## config.mk

```make
export PLATFORM = sky130hd
export DESIGN_NAME = imem_loader
export DESIGN_NICKNAME = d
export VERILOG_FILES = /design/src/rtl/imem_loader_pkg.sv /design/src/rtl/imem_loader_word_packer.sv /design/src/rtl/imem_loader.sv
export SDC_FILE = /design/constraint.sdc
export NUM_CORES = 1
export LEC_CHECK = 0
export CAP_MARGIN = 30
export CORE_MARGIN = 2
export CORE_UTILIZATION = 55
export DETAILED_ROUTE_END_ITERATION = 6
export PLACE_DENSITY = 0.8
export SLEW_MARGIN = 20
export SYNTH_ARGS = -nofsm -noshare
export SYNTH_HDL_FRONTEND = slang
export SYNTH_SLANG_ARGS = --single-unit
```

## constraint.sdc

```tcl
create_clock -name clk -period 6.7 [get_ports clk]
set_input_delay 1.005 -clock clk [delete_from_list [all_inputs] [get_ports clk]]
set_output_delay 1.005 -clock clk [all_outputs]
set_load 0.02 [all_outputs]
```

## src/rtl/imem_loader_pkg.sv

```systemverilog
// imem_loader_pkg: shared constants, FSM state encodings and the checksum
// helper for the instruction-memory boot loader.
// Optional feature macro: IMEM_LOADER_CKSUM_EN (trailing XOR checksum byte).
package imem_loader_pkg;

    // Default instruction memory geometry: 16384 words, 16-bit length header.
    localparam int ADDR_W_DEF = 14;
    localparam int LEN_W_DEF  = 16;

    // Loader FSM state encodings.
    typedef logic [2:0] state_t;
    localparam state_t ST_IDLE   = 3'd0;
    localparam state_t ST_LEN_LO = 3'd1;
    localparam state_t ST_LEN_HI = 3'd2;
    localparam state_t ST_DATA   = 3'd3;
    localparam state_t ST_CSUM   = 3'd4;
    localparam state_t ST_DONE   = 3'd5;

    // Running checksum step: bytewise XOR accumulation.
    function automatic logic [7:0] cksum_next(input logic [7:0] acc,
                                              input logic [7:0] data);
        return acc ^ data;
    endfunction

endpackage

```

## src/rtl/imem_loader_word_packer.sv

```systemverilog
// word_packer: assembles four little-endian bytes into a 32-bit word.
// The first three bytes are parked in a lane register; the fourth byte is
// combined combinationally so the completed word is presented in the same
// cycle it is accepted, letting the parent register the write one cycle later.
module word_packer (
    input  logic        clk,
    input  logic        rst_n,
    input  logic        clear,
    input  logic        byte_valid,
    input  logic [7:0]  byte_in,
    output logic        word_valid,
    output logic [31:0] word
);

    logic [1:0]  idx;
    logic [23:0] lanes;

    // Byte index counter and lane storage; clear discards any partial word.
    always_ff @(posedge clk) begin
        if (!rst_n) begin
            idx   <= 2'd0;
            lanes <= 24'h00_0000;
        end else if (clear) begin
            idx   <= 2'd0;
            lanes <= 24'h00_0000;
        end else if (byte_valid) begin
            case (idx)
                2'd0:    lanes[7:0]   <= byte_in;
                2'd1:    lanes[15:8]  <= byte_in;
                2'd2:    lanes[23:16] <= byte_in;
                2'd3:    lanes        <= lanes;
                default: lanes        <= lanes;
            endcase
            idx <= idx + 2'd1;
        end else begin
            idx   <= idx;
            lanes <= lanes;
        end
    end

    // Completed word: the fourth byte lands in the top lane.
    always_comb begin
        word_valid = 1'b0;
        word       = {byte_in, lanes};
        if (byte_valid && !clear && (idx == 2'd3)) begin
            word_valid = 1'b1;
        end else begin
            word_valid = 1'b0;
        end
    end

endmodule

```

## src/rtl/imem_loader.sv

```systemverilog
// imem_loader: boot-time writer for the instruction BRAM. Parses a byte
// stream of LEN_LO, LEN_HI, N*4 data bytes (and optionally one XOR checksum
// byte), packs little-endian words and writes them from word 0 upward.
// Optional feature macro: IMEM_LOADER_CKSUM_EN. When undefined there is no
// CSUM state and cksum_err is tied low.
module imem_loader
    import imem_loader_pkg::*;
#(
    parameter int ADDR_W = ADDR_W_DEF,
    parameter int LEN_W  = LEN_W_DEF
) (
    input  logic              clk,
    input  logic              rst_n,
    input  logic [7:0]        in_data,
    input  logic              in_valid,
    output logic              in_ready,
    output logic              we,
    output logic [ADDR_W-1:0] waddr,
    output logic [31:0]       wdata,
    output logic              done,
    output logic              overflow,
    output logic              cksum_err
);

    // One extra bit so the word counter can reach N without wrapping.
    localparam int CW = LEN_W + 1;

`ifdef IMEM_LOADER_CKSUM_EN
    localparam state_t ST_END = ST_CSUM;
`else
    localparam state_t ST_END = ST_DONE;
`endif

    state_t          state;
    logic [7:0]      len_lo;
    logic [LEN_W-1:0] len;
    logic [CW-1:0]   word_cnt;

    logic            accept;
    logic            data_accept;
    logic            pk_clear;
    logic            word_valid;
    logic [31:0]     word;
    logic            last_word;
    logic            addr_over;
    logic            len_zero;

    // Ready is a pure decode of the state so the source sees it immediately.
    always_comb begin
        in_ready = 1'b0;
        case (state)
            ST_LEN_LO: in_ready = 1'b1;
            ST_LEN_HI: in_ready = 1'b1;
            ST_DATA:   in_ready = 1'b1;
            ST_CSUM:   in_ready = 1'b1;
            default:   in_ready = 1'b0;
        endcase
    end

    assign accept      = in_valid && in_ready;
    assign data_accept = accept && (state == ST_DATA);
    // The packer only keeps a partial word while the payload is streaming.
    assign pk_clear    = (state != ST_DATA);
    assign last_word   = ((word_cnt + CW'(1)) == CW'(len));
    // Any word at or beyond the memory depth must not be written.
    assign addr_over   = ((word_cnt >> ADDR_W) != {CW{1'b0}});
    assign len_zero    = (LEN_W'({in_data, len_lo}) == {LEN_W{1'b0}});

    word_packer u_packer (
        .clk        (clk),
        .rst_n      (rst_n),
        .clear      (pk_clear),
        .byte_valid (data_accept),
        .byte_in    (in_data),
        .word_valid (word_valid),
        .word       (word)
    );

`ifdef IMEM_LOADER_CKSUM_EN
    logic [7:0] cksum;
    logic       cksum_err_q;

    // Running XOR over payload bytes and the sticky mismatch flag.
    always_ff @(posedge clk) begin
        if (!rst_n) begin
            cksum       <= 8'h00;
            cksum_err_q <= 1'b0;
        end else if (state == ST_IDLE) begin
            cksum       <= 8'h00;
            cksum_err_q <= 1'b0;
        end else if (data_accept) begin
            cksum       <= cksum_next(cksum, in_data);
            cksum_err_q <= cksum_err_q;
        end else if (accept && (state == ST_CSUM)) begin
            cksum       <= cksum;
            cksum_err_q <= (cksum != in_data);
        end else begin
            cksum       <= cksum;
            cksum_err_q <= cksum_err_q;
        end
    end

    assign cksum_err = cksum_err_q;
`else
    assign cksum_err = 1'b0;
`endif

    // Loader FSM, word counter, overflow flag and registered write port.
    always_ff @(posedge clk) begin
        if (!rst_n) begin
            state    <= ST_IDLE;
            len_lo   <= 8'h00;
            len      <= {LEN_W{1'b0}};
            word_cnt <= {CW{1'b0}};
            we       <= 1'b0;
            waddr    <= {ADDR_W{1'b0}};
            wdata    <= 32'h0000_0000;
            done     <= 1'b0;
            overflow <= 1'b0;
        end else begin
            // Write strobe is a single-cycle pulse unless re-armed below.
            we <= 1'b0;
            case (state)
                ST_IDLE: begin
                    word_cnt <= {CW{1'b0}};
                    state    <= ST_LEN_LO;
                end
                ST_LEN_LO: begin
                    if (accept) begin
                        len_lo <= in_data;
                        state  <= ST_LEN_HI;
                    end
                end
                ST_LEN_HI: begin
                    if (accept) begin
                        len <= LEN_W'({in_data, len_lo});
                        if (len_zero) begin
                            state <= ST_END;
                        end else begin
                            state <= ST_DATA;
                        end
                    end
                end
                ST_DATA: begin
                    if (word_valid) begin
                        if (addr_over) begin
                            overflow <= 1'b1;
                        end else begin
                            we    <= 1'b1;
                            waddr <= ADDR_W'(word_cnt);
                            wdata <= word;
                        end
                        word_cnt <= word_cnt + CW'(1);
                        if (last_word) begin
                            state <= ST_END;
                        end
                    end
                end
`ifdef IMEM_LOADER_CKSUM_EN
                ST_CSUM: begin
                    // Completion and checksum verdict publish together.
                    if (accept) begin
                        done  <= 1'b1;
                        state <= ST_DONE;
                    end
                end
`endif
                ST_DONE: begin
                    done <= 1'b1;
                end
                default: begin
                    state <= ST_IDLE;
                end
            endcase
        end
    end

endmodule

```

==> results of run 1 <==
==> logic make-up after synthesis <==
family                     synth area share, %
AOI/OAI and AO/OA                        19.81
DFF                                      44.58
muxes                                   0.3746
and+or+nand+nor                          25.87
xor gates and xnor gates                 3.606
buffers and inverters                    4.519
adders and majority gates                1.171
other                                  0.07017
==> worst min-delay path by stage <==
stage	startpoint	end	slack [ns]	cells past startpoint
floorplan	u_packer.lanes[0]$_SDFFE_PP0P_	wdata[0]$_SDFFE_PN0P_	0.43	2
global placement	waddr[6]$_SDFFE_PN0P_	waddr[6]$_SDFFE_PN0P_	0.44	2
detailed placement	waddr[2]$_SDFFE_PN0P_	waddr[2]$_SDFFE_PN0P_	0.44	2
CTS	u_packer.lanes[14]$_SDFFE_PP0P_	wdata[14]$_SDFFE_PN0P_	0.45	2
global route	waddr[4]$_SDFFE_PN0P_	waddr[4]$_SDFFE_PN0P_	0.47	2
finish	wdata[5]$_SDFFE_PN0P_	wdata[5]$_SDFFE_PN0P_	0.45	2
==> metal layers <==
layer,up-vias,track usage [%],share of wire [%]
met1,2213,33.22,42
met4,0,9.846,1.7
met2,174,45.65,49
met3,23,6.576,6.5
met5,-,0,0
li1,2300,-,-
==> where the power goes <==
group	switching (uW)	internal, uW
combinational	39.9	26.9
clock	315	564
sequential	6.56	713
total	361	1300
==> final cells by class <==
type                       count  share of cell area (%)
timing repair buffer          66                   9.925
clock inverter                 8                   1.481
tap                          129                   2.481
multi-input combinational    479                   41.82
inverter                       6                  0.3462
clock buffer                  23                   7.328
sequential                   119                   36.62
==> synth_stat cells (3+ instances only) <==
cell / instances / area share, %
nand2_1: 182 / 13
dfxtp_1: 119 / 45
a21boi_1: 78 / 11
clkbuf_1: 37 / 2.6
a21oi_1: 35 / 3.3
nand3_1: 29 / 2.7
nor2_1: 19 / 1.3
o21ai_0: 15 / 1.4
xnor2_1: 15 / 2.5
nor3_1: 9 / 0.84
buf_4: 8 / 1.1
nor2b_1: 7 / 0.82
xor2_1: 7 / 1.1
and2_1: 5 / 0.59
ha_1: 5 / 1.2
inv_1: 5 / 0.35
nand3b_1: 5 / 0.70
nor4_1: 5 / 0.59
a31oi_1: 4 / 0.47
nor3b_1: 4 / 0.56
buf_2: 3 / 0.28
nand4_1: 3 / 0.35
nor4_2: 3 / 0.70
o21a_1: 3 / 0.42
o221ai_1: 3 / 0.49
or3_1: 3 / 0.35
or4_1: 3 / 0.42
==> flip-flops by register name (all words and copies together), names as in the netlist, 2 cells and up <==
name and count:
len 16, u_packer.lanes 24, wdata 32, len_lo 8, word_cnt 17, waddr 14
u_packer.idx 2, state 3
==> through the flow <==
stage	cells	hold WS, ns
floorplan	653	0.4310
global placement	797	0.4403
detailed placement	797	0.4444
CTS	828	0.4513
global route	830	0.4659
finish	830	0.4489
==> critical path: stages <==
cell             delay (ns)
clkdlybuf4s50_1        0.65
and4b_1                0.56
nand2_1                0.33
nor4_1                 0.34
o311ai_0               0.19
or4_1                  0.59
o21ba_1                0.19
==> results.sh, run 1 <==
export IMPL_run_status="completed"
export IMPL_timing_fmax_ghz=0.2882
export IMPL_mostFrequentLayoutCells="nand2_1 (182), dfxtp_1 (119), a21boi_1 (78), clkdlybuf4s50_1 (59), a21oi_1 (35)"
export IMPL_syn_avg_cell_area_um2=8.184
export IMPL_cts_max_level=4
export IMPL_grt_pass1_vias=4479
export IMPL_end_kind="flop"
export IMPL_synth_seq_cells=119
export IMPL_cts_sinks=119
export IMPL_drive_above_1_share_pct=6.562
export IMPL_postCtsHoldBufs=0
export IMPL_postCtsSetupRepairBufs=0
export IMPL_start_util_pct=57.29
export IMPL_cp_data_arrival_time_ns=3.87
export IMPL_hold_viol_final=0
export IMPL_die_w_um=102.6
export IMPL_core_area_um2=9328
export IMPL_final_cell_area_um2=6505
export IMPL_drv_cap=0
export IMPL_crit_end="state[1]$_SDFFE_PN0P_"
export IMPL_multiInputGateArea_um2=2720
export IMPL_layout_setup_ws_ns=3.231
export IMPL_cts_tree="done"
export IMPL_fin_skew_ns=0.008351
export IMPL_fin_setup_tns_ns=0
export IMPL_syn2layout_area_growth_pct=21.73
export IMPL_num_vias=4710
export IMPL_finalCritPeriodShare_pct=51.78
export IMPL_r2r_cells=7
export IMPL_antennaDiodeCount=0
export IMPL_syn_cell_area_um2=5344
export IMPL_crit_fanout=13
export IMPL_port_buffers=60
export IMPL_grt_max_degree=94
export IMPL_syn_instance_count=653
export IMPL_worst_pin_slew_ns=0.9029
export IMPL_ff2ff_setup_slack_ns=3.54
export IMPL_drc=0
export IMPL_synthFlopType="dfxtp_1"
export IMPL_fin_crit_ns=3.469
export IMPL_dp_worst_setup_slack_ns=2.423
export IMPL_initialDrtViolationCount=265
export IMPL_synthArstFlopShare_pct=0
export IMPL_power_uw=1665
export IMPL_gp_congestion=0.9303
export IMPL_synth_distinct_cells=58
export IMPL_power_leakage_uw=0.002172
export IMPL_wirelength_um=13500
export IMPL_cts_made_buffers=17
export IMPL_grt_pass1_wl_um=21960
export IMPL_nets=705
export IMPL_yosys_warnings=0
export IMPL_timing_worst_setup_path_type="primary input to flop"
export IMPL_hpwlAfterDp_um=8597
export IMPL_slew_headroom_pct=39.66
export IMPL_critical_path_required_ns=7.10
export IMPL_cts_resized=0
export IMPL_ir_drop_uv=205.3
export IMPL_boundaryPins=62
export IMPL_setup_viol=0
export IMPL_worstHoldPathType="flop to flop"
export IMPL_postPlaceCellArea_um2=5912
export IMPL_seq_area_um2=2382
export IMPL_cts_buffer_depth=2
export IMPL_final_common_cell="nand2_1"
export IMPL_power_density_nw_per_um2=256.0
export IMPL_synth_edf_count=0
export IMPL_rsz0062_at_grt="no"
export IMPL_r2r_end="state[1]$_SDFFE_PN0P_"
export IMPL_firstDrtPassIters=5
export IMPL_r2r_start="word_cnt[0]$_SDFFE_PN0P_"
export IMPL_startpoint="in_valid"
export IMPL_slew_violations=0
export IMPL_post_route_util_pct=69.74
export IMPL_viasPerCell=5.675
export IMPL_clock_latency_ns=0.51
export IMPL_fillers=718
export IMPL_ant_nets=0
export IMPL_overflow=0
export IMPL_grt_usage_pct=26.87
export IMPL_syn_nets=669
export IMPL_die_area_um2=10520
export IMPL_cp_start_kind="primary input"
export IMPL_root_buffer="clkbuf_8"
export IMPL_die_h_um=102.6
export IMPL_wl_per_cell_um=16.26
export IMPL_num_rows=35
export IMPL_yosysSeqAreaShare_pct=44.58
export IMPL_clk_pin_slew_ns=0.06
export IMPL_antenna_found_initial=0
No activity file was read; power rests on OpenSTA's default activity.
==> run 2: changes to the inputs <==
Clock period 6.7 ns to 3.5 ns, I/O delays scaled along.
==> run 2 against run 1 <==
Effect of this change: clock power grew 100%; combinational power grew 96%; critical path depth is the same; count of clock-buffer cells in the layout shrank 5; global-route usage grew 0.83 points; worst setup slack lost 2.9 ns; utilization grew 0.90 points; register-to-register slack lost 3.2 ns; wire length grew 0.40%; largest cell class unchanged.
==> results.sh, run 2 (synthesis gave the netlist of run 1 again) <==
export IMPL_cts_max_level=4
export IMPL_fin_crit_ns=3.145
export IMPL_grt_pass1_vias=4603
export IMPL_num_vias=4645
export IMPL_postCtsSetupRepairBufs=0
export IMPL_postPlaceCellArea_um2=5977
export IMPL_die_area_um2=10520
export IMPL_largest_reg_flops=32
export IMPL_gp_congestion=0.8448
export IMPL_power_leakage_uw=0.002210
export IMPL_run_status="completed"
export IMPL_cts_buffer_depth=2
export IMPL_power_density_nw_per_um2=499.0
export IMPL_fin_setup_tns_ns=0
export IMPL_wirelength_um=13550
export IMPL_cts_tree="done"
export IMPL_top_register="wdata"
export IMPL_cp_start_kind="flop"
export IMPL_layout_cells_non_filler=837
export IMPL_worst_pin_slew_ns=0.9320
export IMPL_dp_cells=804
export IMPL_antennaDiodeCount=0
export IMPL_grt_max_degree=49
export IMPL_num_rows=35
export IMPL_boundaryPins=62
export IMPL_drv_cap=0
export IMPL_cp_data_arrival_time_ns=3.55
export IMPL_mostFrequentLayoutCells="nand2_1 (182), dfxtp_1 (119), a21boi_1 (78), clkdlybuf4s50_1 (59), a21oi_1 (35)"
export IMPL_die_w_um=102.6
export IMPL_syn2layout_area_growth_pct=23.30
export IMPL_drc=0
export IMPL_ff2ff_setup_slack_ns=0.35
export IMPL_holdPathEnd="wdata[0]$_SDFFE_PN0P_"
export IMPL_hold_viol_final=0
export IMPL_final_cell_area_um2=6589
export IMPL_critical_path_required_ns=3.91
export IMPL_rsz0062_at_grt="no"
export IMPL_slew_headroom_pct=37.71
export IMPL_crit_fanout=10
export IMPL_r2r_cells=7
export IMPL_initialDrtViolationCount=218
export IMPL_fin_skew_ns=0.006817
export IMPL_die_h_um=102.6
export IMPL_viasPerCell=5.550
export IMPL_ir_drop_uv=375.0
export IMPL_cts_resized=0
export IMPL_grt_usage_pct=27.70
export IMPL_setup_viol=0
export IMPL_clk_pin_slew_ns=0.06
export IMPL_timing_fmax_ghz=0.3180
export IMPL_port_buffers=60
export IMPL_slew_violations=0
export IMPL_nets=711
export IMPL_worstHoldStart="u_packer.lanes[0]$_SDFFE_PP0P_"
export IMPL_start_util_pct=57.29
export IMPL_r2r_end="state[1]$_SDFFE_PN0P_"
export IMPL_top_regs="wdata (32), u_packer.lanes (24), word_cnt (17)"
export IMPL_wl_per_cell_um=16.19
export IMPL_postCtsHoldBufs=0
export IMPL_timing_worst_setup_path_type="flop to flop"
export IMPL_power_uw=3288
export IMPL_root_buffer="clkbuf_8"
export IMPL_clock_latency_ns=0.52
export IMPL_end_kind="flop"
export IMPL_cts_made_buffers=17
export IMPL_overflow=0
export IMPL_antenna_found_initial=0
export IMPL_cts_sinks=119
export IMPL_grt_pass1_wl_um=22520
export IMPL_ant_nets=0
export IMPL_worstHoldPathType="flop to flop"
export IMPL_r2r_start="word_cnt[0]$_SDFFE_PN0P_"
export IMPL_finalCritPeriodShare_pct=89.86
export IMPL_hpwlAfterDp_um=9158
export IMPL_core_area_um2=9328
export IMPL_drive_above_1_share_pct=7.627
export IMPL_firstDrtPassIters=5
export IMPL_final_common_cell="nand2_1"
export IMPL_min_delay_path_depth=2
run 2: power by group:
part           total, uW  switching, uW  internal [uW]
Clock               1780            674           1110
Sequential          1380           12.2           1360
Combinational        131           76.9           53.9
Total               3290            763           2520
run 2: worst max-delay path, stage by stage, from the launching register on:
cell and delay [ns]:
dfxtp_1 0.55, ha_1 0.38, nand3_2 0.23, nor4_2 0.62, a31oi_1 0.19, a2111o_1 0.32, or4_4 0.54, o21ba_1 0.20
run 2: worst max path at each step:
stage / slack (ns) / startpoint / end
global placement: 0.40 / word_cnt[0]$_SDFFE_PN0P_ / state[1]$_SDFFE_PN0P_
finish: 0.35 / word_cnt[0]$_SDFFE_PN0P_ / state[1]$_SDFFE_PN0P_
detailed placement: 0.39 / word_cnt[0]$_SDFFE_PN0P_ / state[1]$_SDFFE_PN0P_
CTS: 0.38 / word_cnt[0]$_SDFFE_PN0P_ / state[1]$_SDFFE_PN0P_
global route: 0.14 / word_cnt[0]$_SDFFE_PN0P_ / state[2]$_SDFFE_PN0P_
floorplan: 0.96 / word_cnt[1]$_SDFFE_PN0P_ / state[1]$_SDFFE_PN0P_
run 2: metrics by stage:
step / worst slack [ns] / utilization (%) / hold slack (ns)
5_1_grt: 0.1449 / 70.64 / 0.4703
6_report: 0.3550 / 70.64 / 0.4495
2_1_floorplan: 0.9624 / - / 0.4310
3_5_place_dp: 0.3892 / 64.08 / 0.4451
4_1_cts: 0.3841 / 70.58 / 0.4506
3_3_place_gp: 0.3999 / 64.08 / 0.4407
run 2: layout make-up:
| cell class | count | area [um^2] |
|---|---|---|
| fillers | 737 | 2739 |
| multi-input cells | 479 | 2720 |
| flip-flops and latches | 119 | 2382 |
| repair buffers | 72 | 695.7 |
| clock buffers | 18 | 417.9 |
| clock inverters | 14 | 188.9 |
| well taps | 129 | 161.4 |
| inverters | 6 | 22.52 |
run 2: metal layers:
metal | part of all wire [%] | vias to the layer above | GRT usage, % | wire length, um
met5 | 0 | - | 0 | 0
met1 | 43 | 2180 | 34.05 | 5878
met3 | 4.9 | 26 | 6.169 | 662
met4 | 2.5 | 0 | 12.82 | 343
li1 | - | 2302 | - | -
met2 | 49 | 137 | 46.41 | 6667
==> run 3: changes to the inputs <==
Settings changed: CELL_PAD_IN_SITES_DETAIL_PLACEMENT from default to 1, CELL_PAD_IN_SITES_GLOBAL_PLACEMENT from default to 2, CORE_UTILIZATION 55 to 36, PLACE_DENSITY 0.8 to 0.86.
Clock period 3.5 ns to 3.7 ns, I/O delays scaled along.
==> run 3 against run 2 <==
Effect of this change: via count increased by 1.5%; global-route usage fell by 7.3 points; worst setup slack better by 0.27 ns; largest cell class unchanged.
==> results.sh, run 3 (synthesis gave the netlist of run 1 again) <==
export IMPL_start_util_pct=36.77
export IMPL_end_kind="flop"
export IMPL_timing_fmax_ghz=0.3250
export IMPL_holdPathEnd="wdata[6]$_SDFFE_PN0P_"
export IMPL_cp_slowest_cell="nor4_2"
export IMPL_cts_sinks=119
export IMPL_postPlaceCellArea_um2=6033
export IMPL_syn2layout_area_growth_pct=24.77
export IMPL_clk_pin_slew_ns=0.06
export IMPL_gr_usage_met2_pct=36.25
export IMPL_pwr_share_clk_pct=53.8
export IMPL_power_density_nw_per_um2=464.2
export IMPL_antenna_found_initial=0
export IMPL_viasPerCell=5.279
export IMPL_crit_chain="ha_1 > nand3_2 > nor4_2 > a31oi_1 > a2111o_1 > or4_4 > o21ba_1"
export IMPL_cts_max_level=4
export IMPL_power_leakage_uw=0.002214
export IMPL_nets=712
export IMPL_die_h_um=125.8
export IMPL_port_buffers=60
export IMPL_grtUsageMet3_pct=5.905
export IMPL_mostFrequentLayoutCells="nand2_1 (182), dfxtp_1 (119), a21boi_1 (78), clkdlybuf4s50_1 (59), a21oi_1 (35)"
export IMPL_critical_path_required_ns=4.02
export IMPL_worst_pin_slew_ns=0.9026
export IMPL_core_area_um2=14530
export IMPL_wirelength_um=15800
export IMPL_worstHoldPathType="flop to flop"
export IMPL_top_regs="wdata (32), u_packer.lanes (24), word_cnt (17)"
export IMPL_firstDrtPassIters=4
export IMPL_boundaryPins=62
export IMPL_antennaDiodeCount=0
export IMPL_num_rows=44
export IMPL_post_route_util_pct=45.88
export IMPL_largest_reg_flops=32
export IMPL_grt_pass1_vias=5038
export IMPL_power_switching_uw=694.1
export IMPL_root_buffer="clkbuf_16"
export IMPL_run_status="completed"
export IMPL_dp_worst_setup_slack_ns=0.5695
export IMPL_gr_max_usage_layer="met2"
export IMPL_cts_made_buffers=17
export IMPL_r2r_start="word_cnt[0]$_SDFFE_PN0P_"
export IMPL_final_common_cell="nand2_1"
export IMPL_postCtsSetupRepairBufs=0
export IMPL_grt_pass1_wl_um=25570
export IMPL_num_vias=4714
export IMPL_hpwlAfterDp_um=10670
export IMPL_initialDrtViolationCount=185
export IMPL_cts_buffer_depth=2
export IMPL_r2r_end="state[1]$_SDFFE_PN0P_"
export IMPL_cp_data_arrival_time_ns=3.40
export IMPL_fin_skew_ns=0.005113
export IMPL_min_delay_path_depth=2
export IMPL_top_register="wdata"
export IMPL_timing_worst_setup_path_type="flop to flop"
export IMPL_cp_start_kind="flop"
export IMPL_grt_max_degree=92
export IMPL_use_met1_pct=23.38
export IMPL_r2r_cells=7
export IMPL_grt_usage_pct=20.45
export IMPL_hold_slack_ns=0.4501
export IMPL_seqPwrFrac_pct=42.1
export IMPL_setup_viol=0
export IMPL_drive_above_1_share_pct=7.898
export IMPL_final_cell_area_um2=6668
export IMPL_ir_drop_uv=322.5
export IMPL_overflow=0
export IMPL_p_sw_share_pct=22.42
export IMPL_crit_fanout=10
export IMPL_slew_violations=0
export IMPL_ant_nets=0
export IMPL_drc=0
export IMPL_crit_path_max_incr_delay_ns=0.59
export IMPL_die_w_um=125.8
export IMPL_fin_setup_tns_ns=0
export IMPL_clock_latency_ns=0.42
export IMPL_slew_headroom_pct=39.61
export IMPL_ff2ff_setup_slack_ns=0.62
export IMPL_cts_resized=0
export IMPL_wl_per_cell_um=17.69
export IMPL_cts_tree="done"
export IMPL_layout_setup_ws_ns=0.6231
export IMPL_rsz0062_at_grt="no"
export IMPL_finalCritPeriodShare_pct=83.16
export IMPL_internal_power_uw=2401
export IMPL_fin_crit_ns=3.077
export IMPL_drv_cap=0
export IMPL_worstHoldStart="wdata[6]$_SDFFE_PN0P_"
export IMPL_die_area_um2=15830
export IMPL_postCtsHoldBufs=0
export IMPL_gp_congestion=0.8158
export IMPL_hold_viol_final=0
export IMPL_p_comb_share_pct=4.1
## run 3: worst max-delay path by stage
stage                                  start                        end  slack [ns]  depth (start not counted)
CTS                 word_cnt[0]$_SDFFE_PN0P_      state[1]$_SDFFE_PN0P_        0.65                          7
detailed placement                  in_valid  word_cnt[13]$_SDFFE_PN0P_        0.57                          7
global route        word_cnt[0]$_SDFFE_PN0P_      state[2]$_SDFFE_PN0P_        0.43                          7
finish              word_cnt[0]$_SDFFE_PN0P_      state[1]$_SDFFE_PN0P_        0.62                          7
global placement                    in_valid   word_cnt[3]$_SDFFE_PN0P_        0.63                          8
floorplan           word_cnt[1]$_SDFFE_PN0P_      state[1]$_SDFFE_PN0P_        1.16                          8
## run 3: layer usage
| layer | up-vias | wire length (um) | share of wire [%] |
|---|---|---|---|
| met5 | - | 0 | 0 |
| met4 | 0 | 350 | 2.2 |
| met3 | 23 | 645 | 4.1 |
| met2 | 89 | 7945 | 50 |
| met1 | 2299 | 6853 | 43 |
| li1 | 2303 | - | - |
## run 3: final cells by class
| class | count | area, um^2 |
|---|---|---|
| Clock inverter | 11 | 121.4 |
| Sequential cell | 119 | 2382 |
| Tap cell | 184 | 230.2 |
| Multi-Input combinational cell | 479 | 2720 |
| Timing Repair Buffer | 73 | 710.7 |
| Clock buffer | 21 | 480.5 |
| Inverter | 6 | 22.52 |
| Fill cell | 1750 | 7866 |
## run 3: power by group through the flow
stage	Sequential, uW	Clock [uW]	Combinational, uW
5_1_grt	1300	1760	139
4_1_cts	1300	1700	127
3_3_place_gp	1330	0	124
2_1_floorplan	1320	0	79.6
3_5_place_dp	1330	0	126
6_report	1300	1660	128
## run 3: through the flow
stage               cells  total power (uW)
floorplan             653              1403
global placement      859              1453
detailed placement    859              1456
CTS                   891              3131
global route          893              3204
finish                893              3095
## run 3: critical path, delay by kind of cell, from the launching register on
kind,cells,cell delay (ns)
AOI/OAI and AO/OA,3,0.69
adders and majority gates,1,0.38
DFF,1,0.51
and+or+nand+nor,3,1.38
